===== src/rtl/inv_key_sched_if.sv =====
// Handshake bundle for the inverse AES-128 key schedule: walk control in, round-key stream out.
interface inv_key_sched_if #(
  parameter int KEY_LEN = 128
);
  logic               start;
  logic [KEY_LEN-1:0] last_key;
  logic [KEY_LEN-1:0] key_out;
  logic [3:0]         key_round;
  logic               key_valid;
  logic               key_ready;
  logic               busy;
  logic               done;

  modport master (
    input  start, last_key, key_ready,
    output key_out, key_round, key_valid, busy, done
  );

  modport slave (
    output start, last_key, key_ready,
    input  key_out, key_round, key_valid, busy, done
  );
endinterface


===== src/rtl/inv_key_sched.sv =====
// Inverse AES-128 key schedule: emits round keys 10 down to 0, one per valid/ready handshake,
// recomputing each previous key with a single shared, registered SubWord stage.
module inv_key_sched #(
  parameter int KEY_LEN  = 128,
  parameter int WORD_LEN = 32
) (
  input  logic           clk,
  input  logic           reset,
  inv_key_sched_if.master bus
);

  if (KEY_LEN != 128 || WORD_LEN != 32) begin : g_bad_len
    $error("inv_key_sched supports only KEY_LEN=128 and WORD_LEN=32");
  end

  typedef enum logic [1:0] {
    IDLE = 2'd0,
    EMIT = 2'd1,
    SUB  = 2'd2
  } state_t;

  function automatic logic [7:0] gf_mul(input logic [7:0] a, input logic [7:0] b);
    logic [7:0] acc;
    logic [7:0] aa;
    acc = 8'h00;
    aa  = a;
    for (int i = 0; i < 8; i++) begin
      if (b[i]) acc = acc ^ aa;
      aa = {aa[6:0], 1'b0} ^ (aa[7] ? 8'h1b : 8'h00);
    end
    return acc;
  endfunction

  // S-box as GF(2^8) inverse (x^254, so 0 maps to 0) followed by the affine transform.
  function automatic logic [7:0] sbox(input logic [7:0] x);
    logic [7:0] sq;
    logic [7:0] inv;
    sq  = x;
    inv = 8'h01;
    for (int k = 0; k < 7; k++) begin
      sq  = gf_mul(sq, sq);
      inv = gf_mul(inv, sq);
    end
    return inv ^ {inv[6:0], inv[7]} ^ {inv[5:0], inv[7:6]} ^
           {inv[4:0], inv[7:5]} ^ {inv[3:0], inv[7:4]} ^ 8'h63;
  endfunction

  function automatic logic [WORD_LEN-1:0] sub_word(input logic [WORD_LEN-1:0] w);
    return {sbox(w[31:24]), sbox(w[23:16]), sbox(w[15:8]), sbox(w[7:0])};
  endfunction

  function automatic logic [7:0] rcon(input logic [3:0] r);
    case (r)
      4'd1:    return 8'h01;
      4'd2:    return 8'h02;
      4'd3:    return 8'h04;
      4'd4:    return 8'h08;
      4'd5:    return 8'h10;
      4'd6:    return 8'h20;
      4'd7:    return 8'h40;
      4'd8:    return 8'h80;
      4'd9:    return 8'h1b;
      4'd10:   return 8'h36;
      default: return 8'h00;
    endcase
  endfunction

  state_t              state_r;
  logic [KEY_LEN-1:0]  key_reg_r;
  logic [3:0]          round_r;
  logic                key_valid_r;
  logic                busy_r;
  logic                done_r;
  logic                sub_valid_r;
  logic [WORD_LEN-1:0] sub_word_r;

  logic                handshake_s;
  logic                launch_s;
  logic [WORD_LEN-1:0] w0_s, w1_s, w2_s, w3_s;
  logic [WORD_LEN-1:0] rot_s;
  logic [KEY_LEN-1:0]  prev_key_s;

  // Inverse step on the held key {w4..w7}: recover {w0..w3} using the registered SubWord result.
  always_comb begin
    handshake_s = (state_r == EMIT) && bus.key_ready;
    launch_s    = handshake_s && (round_r != 4'd0);
    w3_s        = key_reg_r[31:0]   ^ key_reg_r[63:32];
    w2_s        = key_reg_r[63:32]  ^ key_reg_r[95:64];
    w1_s        = key_reg_r[95:64]  ^ key_reg_r[127:96];
    rot_s       = {w3_s[23:0], w3_s[31:24]};
    w0_s        = key_reg_r[127:96] ^ sub_word_r ^ {rcon(round_r), 24'h000000};
    prev_key_s  = {w0_s, w1_s, w2_s, w3_s};
  end

  // Shared SubWord stage: one-cycle registered latency, launched on a non-final handshake.
  always_ff @(posedge clk or negedge reset) begin
    if (!reset) begin
      sub_valid_r <= 1'b0;
      sub_word_r  <= {WORD_LEN{1'b0}};
    end else begin
      sub_valid_r <= launch_s;
      if (launch_s) sub_word_r <= sub_word(rot_s);
      else          sub_word_r <= sub_word_r;
    end
  end

  // Walk controller: IDLE -> EMIT (present key) -> SUB (rebuild previous key) -> EMIT ... -> IDLE.
  always_ff @(posedge clk or negedge reset) begin
    if (!reset) begin
      state_r     <= IDLE;
      key_reg_r   <= {KEY_LEN{1'b0}};
      round_r     <= 4'd0;
      key_valid_r <= 1'b0;
      busy_r      <= 1'b0;
      done_r      <= 1'b0;
    end else begin
      done_r <= 1'b0;
      case (state_r)
        IDLE: begin
          if (bus.start) begin
            key_reg_r   <= bus.last_key;
            round_r     <= 4'd10;
            key_valid_r <= 1'b1;
            busy_r      <= 1'b1;
            state_r     <= EMIT;
          end else begin
            state_r <= IDLE;
          end
        end
        EMIT: begin
          if (handshake_s) begin
            key_valid_r <= 1'b0;
            if (round_r == 4'd0) begin
              busy_r  <= 1'b0;
              done_r  <= 1'b1;
              state_r <= IDLE;
            end else begin
              state_r <= SUB;
            end
          end else begin
            state_r <= EMIT;
          end
        end
        SUB: begin
          if (sub_valid_r) begin
            key_reg_r   <= prev_key_s;
            round_r     <= round_r - 4'd1;
            key_valid_r <= 1'b1;
            state_r     <= EMIT;
          end else begin
            state_r <= SUB;
          end
        end
        default: begin
          key_valid_r <= 1'b0;
          busy_r      <= 1'b0;
          state_r     <= IDLE;
        end
      endcase
    end
  end

  assign bus.key_out   = key_reg_r;
  assign bus.key_round = round_r;
  assign bus.key_valid = key_valid_r;
  assign bus.busy      = busy_r;
  assign bus.done      = done_r;

endmodule

===== src/flat_wrapper.sv =====
// flat-port wrapper written by rule: the top's interface ports become plain ports
module inv_key_sched_flat 
#(
  parameter int KEY_LEN  = 128,
  parameter int WORD_LEN = 32
)
  (clk, reset, bus_start, bus_last_key, bus_key_ready, bus_key_out, bus_key_round, bus_key_valid, bus_busy, bus_done);
  inv_key_sched_if #(.KEY_LEN(KEY_LEN)) bus_i ();
  input  logic clk;
  input  logic reset;
  input wire logic [$bits(bus_i.start)-1:0] bus_start;
  input wire logic [$bits(bus_i.last_key)-1:0] bus_last_key;
  input wire logic [$bits(bus_i.key_ready)-1:0] bus_key_ready;
  output wire logic [$bits(bus_i.key_out)-1:0] bus_key_out;
  output wire logic [$bits(bus_i.key_round)-1:0] bus_key_round;
  output wire logic [$bits(bus_i.key_valid)-1:0] bus_key_valid;
  output wire logic [$bits(bus_i.busy)-1:0] bus_busy;
  output wire logic [$bits(bus_i.done)-1:0] bus_done;
  assign bus_i.start = bus_start;
  assign bus_i.last_key = bus_last_key;
  assign bus_i.key_ready = bus_key_ready;
  assign bus_key_out = bus_i.key_out;
  assign bus_key_round = bus_i.key_round;
  assign bus_key_valid = bus_i.key_valid;
  assign bus_busy = bus_i.busy;
  assign bus_done = bus_i.done;
  inv_key_sched #(.KEY_LEN(KEY_LEN), .WORD_LEN(WORD_LEN)) u_core (.clk(clk), .reset(reset), .bus(bus_i));
endmodule

===== config.mk =====
export PLATFORM = sky130hd
export DESIGN_NAME = inv_key_sched_flat
export DESIGN_NICKNAME = d
export VERILOG_FILES = /design/src/rtl/inv_key_sched_if.sv /design/src/rtl/inv_key_sched.sv /design/src/flat_wrapper.sv
export SDC_FILE = /design/constraint.sdc
export NUM_CORES = 2
export LEC_CHECK = 0
export CAP_MARGIN = 25
export CORE_ASPECT_RATIO = 0.8
export CORE_UTILIZATION = 65
export CTS_BUF_LIST = sky130_fd_sc_hd__clkbuf_8 sky130_fd_sc_hd__clkbuf_16
export DETAILED_ROUTE_END_ITERATION = 10
export PLACE_DENSITY = 0.84
export SLEW_MARGIN = 20
export SYNTH_ARGS = -nofsm -noshare
export SYNTH_HDL_FRONTEND = slang
export SYNTH_SLANG_ARGS = --single-unit

===== constraint.sdc =====
create_clock -name clk -period 17.3 [get_ports clk]
set_clock_uncertainty 0.05 [all_clocks]
set_input_delay 2.595 -clock clk [delete_from_list [all_inputs] [get_ports clk]]
set_output_delay 2.595 -clock clk [all_outputs]
set_load 0.05 [all_outputs]

* Word-level counts from Yosys, hierarchy flattened
Memory sizes are Yosys's and may differ from the RTL's.
Cells that the tools add are included.
** Operators by class
- Add/subtract/negate cells :: 1
- Multipliers :: 0
- Divide/modulo/power cells :: 0
- Magnitude comparators :: 0
- Equality and inequality tests :: 6
- Shift-type cells :: 0
- Multiplexer cells :: 1281
- Bitwise operators :: 782
- Reduce and logical (&&, ||, !) cells :: 9
** Operator list (number)
- $mux 8 :: 868
- $xor 8x8->8 :: 744
- $mux 5 :: 368
- $mux 128 :: 2
- $pmux 128 s2 :: 1
- $xor 32x32->32 :: 5
- $not 1->1 :: 29
- $mux 7 :: 4
- $mux 4 :: 6
- $mux 6 :: 4
- $not 4->4 :: 4
- $mux 2 :: 7
- $mux 1 :: 13
- $mux 3 :: 4
- $pmux 4 s2 :: 1
- $pmux 1 s3 :: 2
- $pmux 2 s3 :: 1
- $reduce_and 3->1 :: 2
- $logic_not 4->1 :: 1
- $ne 2x1->1 const B :: 2
- $ne 2x2->1 const B :: 2
- $reduce_and 4->1 :: 1
- $reduce_bool 4->1 :: 1
- $sub 4x1->4 const B :: 1
- other kinds (5) :: 6
** Word-level totals
- Register bits :: 170
- Latch bits :: 0
- RAM bits :: 0
- ROM bits :: 128
- Input bits :: 132
- Output and inout port bits :: 135
- Word-level logic and storage cells :: 2088
- Memories kept :: 1
** Memories
- (name not given) :: words 16, width 8, rd ports 1, clocked after Yosys merged registers in 0, wr ports 0, line inv_key_sched.sv:53 : case (r)

* Logic depth before layout (Yosys ltp)
- Depth in word-level cells :: 191
- Gate-level depth with buffers :: 66
- Mapped depth without buffers :: 55

* Least setup slack after synthesis
OpenSTA, ideal clock, no wires.
- Path type :: register to register
- Start :: reg u_core.key_reg_r[63], in the netlist u_core.bus.key_out[63]
- End :: reg u_core.sub_word_r[7]
- Library setup time :: 132 ps
- Arrival :: 15717 ps
- Required time :: 17118 ps
- Path slack :: 1401 ps
- Cell stages (with the launch flop) :: 56
- Buffers on the path :: 5
- Clock period less this slack :: 15899 ps
- Cell sequence :: dfrtp_1 xnor2_1 inv_1 ha_1 nand2_1 xnor2_1 buf_2 clkinv_1 clkbuf_1 buf_1 ha_1 buf_1 xnor3_1 xnor2_1 mux2i_1 o21ai_1 xor3_1 xnor3_1 [20 not listed] a21oi_1 xor3_1 and3_1 clkbuf_1 nor2_1 mux2i_1 a22oi_1 xnor3_1 xnor2_2 xor3_2 xnor2_1 mux2i_1 o22ai_1 xnor2_1 xor3_2 xnor2_2 xor2_1 o21ai_1
** Between the ends
- Word-level cells in the longest chain between the ends :: 189
- Elaborated cells between the ends (all ways) :: 498
- Those cells by class :: 311 x mux; 187 x bitwise
** RTL lines
- from (decl) :: line inv_key_sched.sv:69 : logic [KEY_LEN-1:0] key_reg_r;
- from (signal assigned) :: line inv_key_sched.sv:111 : key_reg_r <= {KEY_LEN{1'b0}};
- from (signal assigned) :: line inv_key_sched.sv:121 : key_reg_r <= bus.last_key;
- from (signal assigned) :: line inv_key_sched.sv:146 : key_reg_r <= prev_key_s;
- $xor 32x32->32 * :: line inv_key_sched.sv:87 : w3_s = key_reg_r[31:0] ^ key_reg_r[63:32];
- $mux 5 / $mux 8 (equally long branches) :: line inv_key_sched.sv:29, inv_key_sched.sv:28
- $xor 8x8->8 / $mux 8 (equally long branches) :: line inv_key_sched.sv:29, inv_key_sched.sv:102
- $xor 8x8->8 :: line inv_key_sched.sv:28 : if (b[i]) acc = acc ^ aa;
- $mux 8 :: line inv_key_sched.sv:28
- $mux 8 :: line inv_key_sched.sv:102 : if (launch_s) sub_word_r <= sub_word(rot_s);
- $xor 8x8->8 :: line inv_key_sched.sv:28
- $mux 8 :: line inv_key_sched.sv:28
- [171 not listed]
- $xor 8x8->8 :: line inv_key_sched.sv:28
- $mux 8 :: line inv_key_sched.sv:28
- $mux 8 :: line inv_key_sched.sv:102
- $xor 8x8->8 :: line inv_key_sched.sv:28
- $mux 8 * :: line inv_key_sched.sv:28
- $mux 8 * :: line inv_key_sched.sv:102
- $xor 8x8->8 (3 in series) :: line inv_key_sched.sv:44 : return inv ^ {inv[6:0], inv[7]} ^ {inv[5:0], inv[7:6]} ^
- $xor 8x8->8 * :: line inv_key_sched.sv:45 : {inv[4:0], inv[7:5]} ^ {inv[3:0], inv[7:4]} ^ 8'h63;
- to (signal assigned) :: line inv_key_sched.sv:99 : sub_word_r <= {WORD_LEN{1'b0}};
- to (signal assigned) :: line inv_key_sched.sv:102
- to (signal assigned) :: line inv_key_sched.sv:103 : else sub_word_r <= sub_word_r;
- to (decl) :: line inv_key_sched.sv:75 : logic [WORD_LEN-1:0] sub_word_r;
Mark *: on every way between the ends. The rest lies on a longest branch, timed or not. The select of a mux whose other input is x is not followed.
A chain may end at the register's enable or synchronous reset.

* Worst setup path after layout
- Start :: reg u_core.key_reg_r[39], in the netlist u_core.bus.key_out[39]
- End :: reg u_core.sub_word_r[8]
** Between the ends
- Word-level cells in the longest chain between the ends :: 190
- Elaborated cells between the ends (all ways) :: 499
- Those cells by class :: 311 x mux; 188 x bitwise
** RTL lines (line)
- $xor 32x32->32 * :: inv_key_sched.sv:87
- $mux 5 / $mux 8 (equally long branches) :: inv_key_sched.sv:29, inv_key_sched.sv:28
- $xor 8x8->8 / $mux 8 (equally long branches) :: inv_key_sched.sv:29, inv_key_sched.sv:102
- $xor 8x8->8 :: inv_key_sched.sv:28
- $mux 8 :: inv_key_sched.sv:28
- $mux 8 :: inv_key_sched.sv:102
- $xor 8x8->8 :: inv_key_sched.sv:28
- $mux 8 :: inv_key_sched.sv:28
- [172 not listed]
- $mux 8 :: inv_key_sched.sv:28
- $mux 8 :: inv_key_sched.sv:102
- $xor 8x8->8 :: inv_key_sched.sv:28
- $mux 8 * :: inv_key_sched.sv:28
- $mux 8 * :: inv_key_sched.sv:102
- $xor 8x8->8 (3 in series) :: inv_key_sched.sv:44
- $xor 8x8->8 * :: inv_key_sched.sv:45
- $not 4->4 (no line) *
Marks and branches as above.

==> flow_summary.rst <==
.. list-table::
   :header-rows: 1

   * - Metric
     - Value
   * - Worst stage delay on the critical path
     - 0.62 ns
   * - Worst Path Arrival
     - between 15 and 20 ns
   * - Kind of start point of the critical path
     - flip-flop
   * - Final worst-path cycle share
     - 96.2%
   * - Critical path's slowest cell
     - sky130_fd_sc_hd__xnor3_2
   * - Initial core utilization
     - 65.6%
   * - Most used routing layer in global routing
     - met2
   * - Clock insertion delay at the later pin of the skew report
     - ~0.54 ns
   * - Mapped Nets
     - 9205
   * - CTS tree
     - built
   * - Placer's final routability congestion estimate
     - 0.998
   * - Number of enable flip-flop cells after synthesis
     - 0
   * - Total via count in the routed design
     - 69695
   * - Residual DRC
     - 0
   * - Endpoint required time on the critical path
     - 17.70 ns
   * - Tightest Pin Transition
     - 1.13 ns
   * - Placeable Area
     - 102000 sq um
   * - Detail Route Antenna Nets
     - 0
   * - Most common library cell in the layout ignoring fill and taps
     - sky130_fd_sc_hd__xnor2_1
   * - CP endpoint kind
     - flip-flop
   * - Number of buffers added to fix hold violations after cts
     - 0
   * - Antenna violations before repair
     - 12
   * - Total count of hold-check failures in the final report
     - 0
   * - Area taken by multi-input logic gates
     - 61100 sq um
   * - All-layer global routing usage
     - 40.7%
   * - CTS buffer count
     - 17
   * - Half-perimeter wire length of the detailed placement result
     - about 170 mm
   * - Met2 capacity usage during global routing
     - between 60% and 70%
   * - Most frequent cells in the layout
     - sky130_fd_sc_hd__xnor2_1 (1453), sky130_fd_sc_hd__nor2_1 (1344), sky130_fd_sc_hd__nand2_1 (906)
   * - Number of iterations in the first detailed-routing pass
     - 10
   * - H-tree depth
     - 4
   * - CTS Root Buffer Type
     - sky130_fd_sc_hd__clkbuf_16
   * - Highest achievable clock rate
     - 60.1 MHz
   * - Register area
     - between 4000 and 5000 sq um
   * - Per-cell routed wire length
     - ~21 microns
   * - Total length of routed wires
     - 223 mm
   * - Met3 Usage GRT
     - 9.80%
   * - Met1 capacity usage during global routing
     - 56.9%
   * - First-iteration detailed-routing DRC count
     - between 9000 and 10000
   * - Die X
     - 362 microns
   * - Post-synthesis sequential element count
     - 170
   * - Grt ovf
     - 0
   * - Cell area after synthesis
     - 67200 sq um
   * - Max Slew Vio Count
     - 0
   * - Design Area, Final
     - roughly 74000 sq um
   * - Number of distinct standard cells referenced by the synthesized netlist
     - 131
   * - Warnings, synthesis
     - 0
   * - DR vias/cell
     - 6.61
   * - DIE AREA
     - roughly 100000 sq um
   * - Share of layout cells above drive strength 1
     - 11.0%
   * - I/O pin cnt
     - between 200 and 300
   * - Most frequently used flop master after synthesis
     - sky130_fd_sc_hd__dfrtp_1
   * - Number of global-route vias before repair
     - 63458
   * - First-pass GRT wire length
     - 350 mm
   * - Max-cap violations
     - 0
   * - Number of rows in the core area
     - 105
   * - Quantity of I/O buffers inserted on ports
     - 266
   * - Relative slew slack
     - 24.2%
   * - Highest fanout seen on the critical path
     - 13
   * - TritonCTS Sinks
     - 170
   * - Die H
     - between 200 and 300 microns
   * - Fin crit period
     - around 17 ns
   * - Signed area change from the synthesized netlist to the final layout
     - 10.6%
   * - Worst hold-check path type
     - flip-flop to flip-flop
   * - Final setup vio count
     - 0
   * - Maximum number of pins on one net before global-route repair
     - 89
   * - Syn_area_per_cell
     - 7.44 sq um
   * - Type of the worst setup path
     - flip-flop to flip-flop
   * - Fraction of registers with async set or reset after synthesis
     - 100%
   * - Instance count of the mapped netlist
     - 9040
   * - Count of fill cells added during filler insertion
     - 8238
   * - Clock-pin slew of the registers on the worst-case setup and hold paths
     - 0.07 ns
   * - Maximum clock path buffer count
     - 2
   * - Instance area after placement
     - ~73000 sq um
   * - Sequential share of the synthesized area
     - 6.33%
   * - Number of nets in the finished design
     - 9345
   * - Result of the run
     - finished, final reports clean
-- final timing paths --
check | from | end | slack (ns) | cells after the start
min in group asynchronous | reset | u_core.bus.key_out[112] | 1.93 | 1
min reg2reg | u_core.sub_word_r[17] | u_core.sub_word_r[17] | 0.48 | 2
max in group asynchronous | reset | u_core.bus.key_out[55] | 13.95 | 2
max reg2reg | u_core.bus.key_out[39] | u_core.sub_word_r[8] | 0.66 | 52
min | u_core.sub_word_r[17] | u_core.sub_word_r[17] | 0.48 | 2
max | u_core.bus.key_out[39] | u_core.sub_word_r[8] | 0.66 | 52
-- routing by layer --
| metal | vias to the layer above | part of all wire, % |
|---|---|---|
| met4 | 10 | 2.8 |
| li1 | 31968 | - |
| met5 | - | 0.031 |
| met1 | 32872 | 41 |
| met2 | 4297 | 43 |
| met3 | 548 | 13 |
-- timing repair --
item / CTS / global route
resized for setup: 15 / 107
buffers inserted: 0 / 24
pin swaps: 0 / 11
endpoints found under the setup margin: 16 / 32
-- synth_stat cells (all sizes together), types with 27 or more instances --
cell | instances | share of area, %
a211o | 31 | 0.41
a211oi | 97 | 1.2
a21o | 38 | 0.42
a21oi | 483 | 3.6
a221oi | 36 | 0.49
a22oi | 113 | 1.3
a31oi | 94 | 0.90
a32oi | 52 | 0.69
and2 | 62 | 0.58
and3 | 59 | 0.55
buf | 187 | 1.5
clkbuf | 433 | 2.4
dfrtp | 170 | 6.3
ha | 33 | 0.61
inv | 86 | 0.48
mux2 | 53 | 0.89
mux2i | 224 | 3.3
nand2 | 911 | 5.1
nand2b | 44 | 0.41
nand3 | 225 | 1.7
nand4 | 54 | 0.50
nor2 | 1357 | 7.6
nor2b | 40 | 0.37
nor3 | 252 | 1.9
nor4 | 48 | 0.48
o211ai | 75 | 0.84
o21ai | 566 | 4.2
o221ai | 27 | 0.37
o22ai | 111 | 1.1
o31ai | 37 | 0.41
or2 | 40 | 0.37
or3 | 57 | 0.53
xnor2 | 1639 | 23
xnor3 | 356 | 12
xor2 | 470 | 6.5
xor3 | 42 | 1.5
-- metrics by stage --
| step | TNS (ns) | instances | setup WS (ns) | util, % | hold WS, ns |
|---|---|---|---|---|---|
| 2_1_floorplan | 0 | 9040 | 1.40 | - | 0.425 |
| 3_3_place_gp | -0.370 | 10469 | -0.219 | 71.0 | 0.448 |
| 3_5_place_dp | -1.19 | 10469 | -0.308 | 71.0 | 0.466 |
| 4_1_cts | 0 | 10501 | 0.0150 | 71.6 | 0.479 |
| 5_1_grt | -0.000290 | 10535 | -0.000290 | 72.6 | 0.500 |
| 6_report | 0 | 10537 | 0.661 | 72.6 | 0.476 |
-- registers in the layout, indices dropped and copies added, names as in the netlist --
name / count
u_core.bus.key_valid: 1
u_core.bus.key_out: 128
u_core.sub_valid_r: 1
u_core.bus.done: 1
u_core.state_r: 2
u_core.sub_word_r: 32
u_core.bus.key_round: 4
u_core.bus.busy: 1
-- cell type report --
type / count / area share, %
clock inverters: 14 / 0.197
multi-input cells: 8140 / 82.2
clock buffers: 18 / 0.591
inverters: 105 / 0.542
diodes: 7 / 0.0236
well taps: 1337 / 2.25
repair buffers: 746 / 8.49
flip-flops and latches: 170 / 5.72
-- logic make-up (layout without fill, tap and decap cells) --
logic type	count (synthesis)	after routing	synth area share, %
simple gates	3228	3228	21.1
xor+xnor	2507	2507	42.7
compound gates	2093	2093	20.3
buf+inv	730	883	4.64
mux	279	279	4.30
flops	170	170	6.33
fa+ha+maj	33	33	0.614
other cells	0	7	0
-- critical path, delay by kind of cell, from the launching register on --
family                     cells  cell delay (ns)
AOI/OAI and AO/OA              9             2.47
xor gates and xnor gates      29            10.22
adders and majority gates      2             0.81
buffers and inverters          3             0.53
DFF                            1             0.53
muxes                          2             0.61
and+or+nand+nor                7             1.26
Power is not shown: default switching activity piles up to over one toggle a cycle in this logic, so the estimate is an artifact.
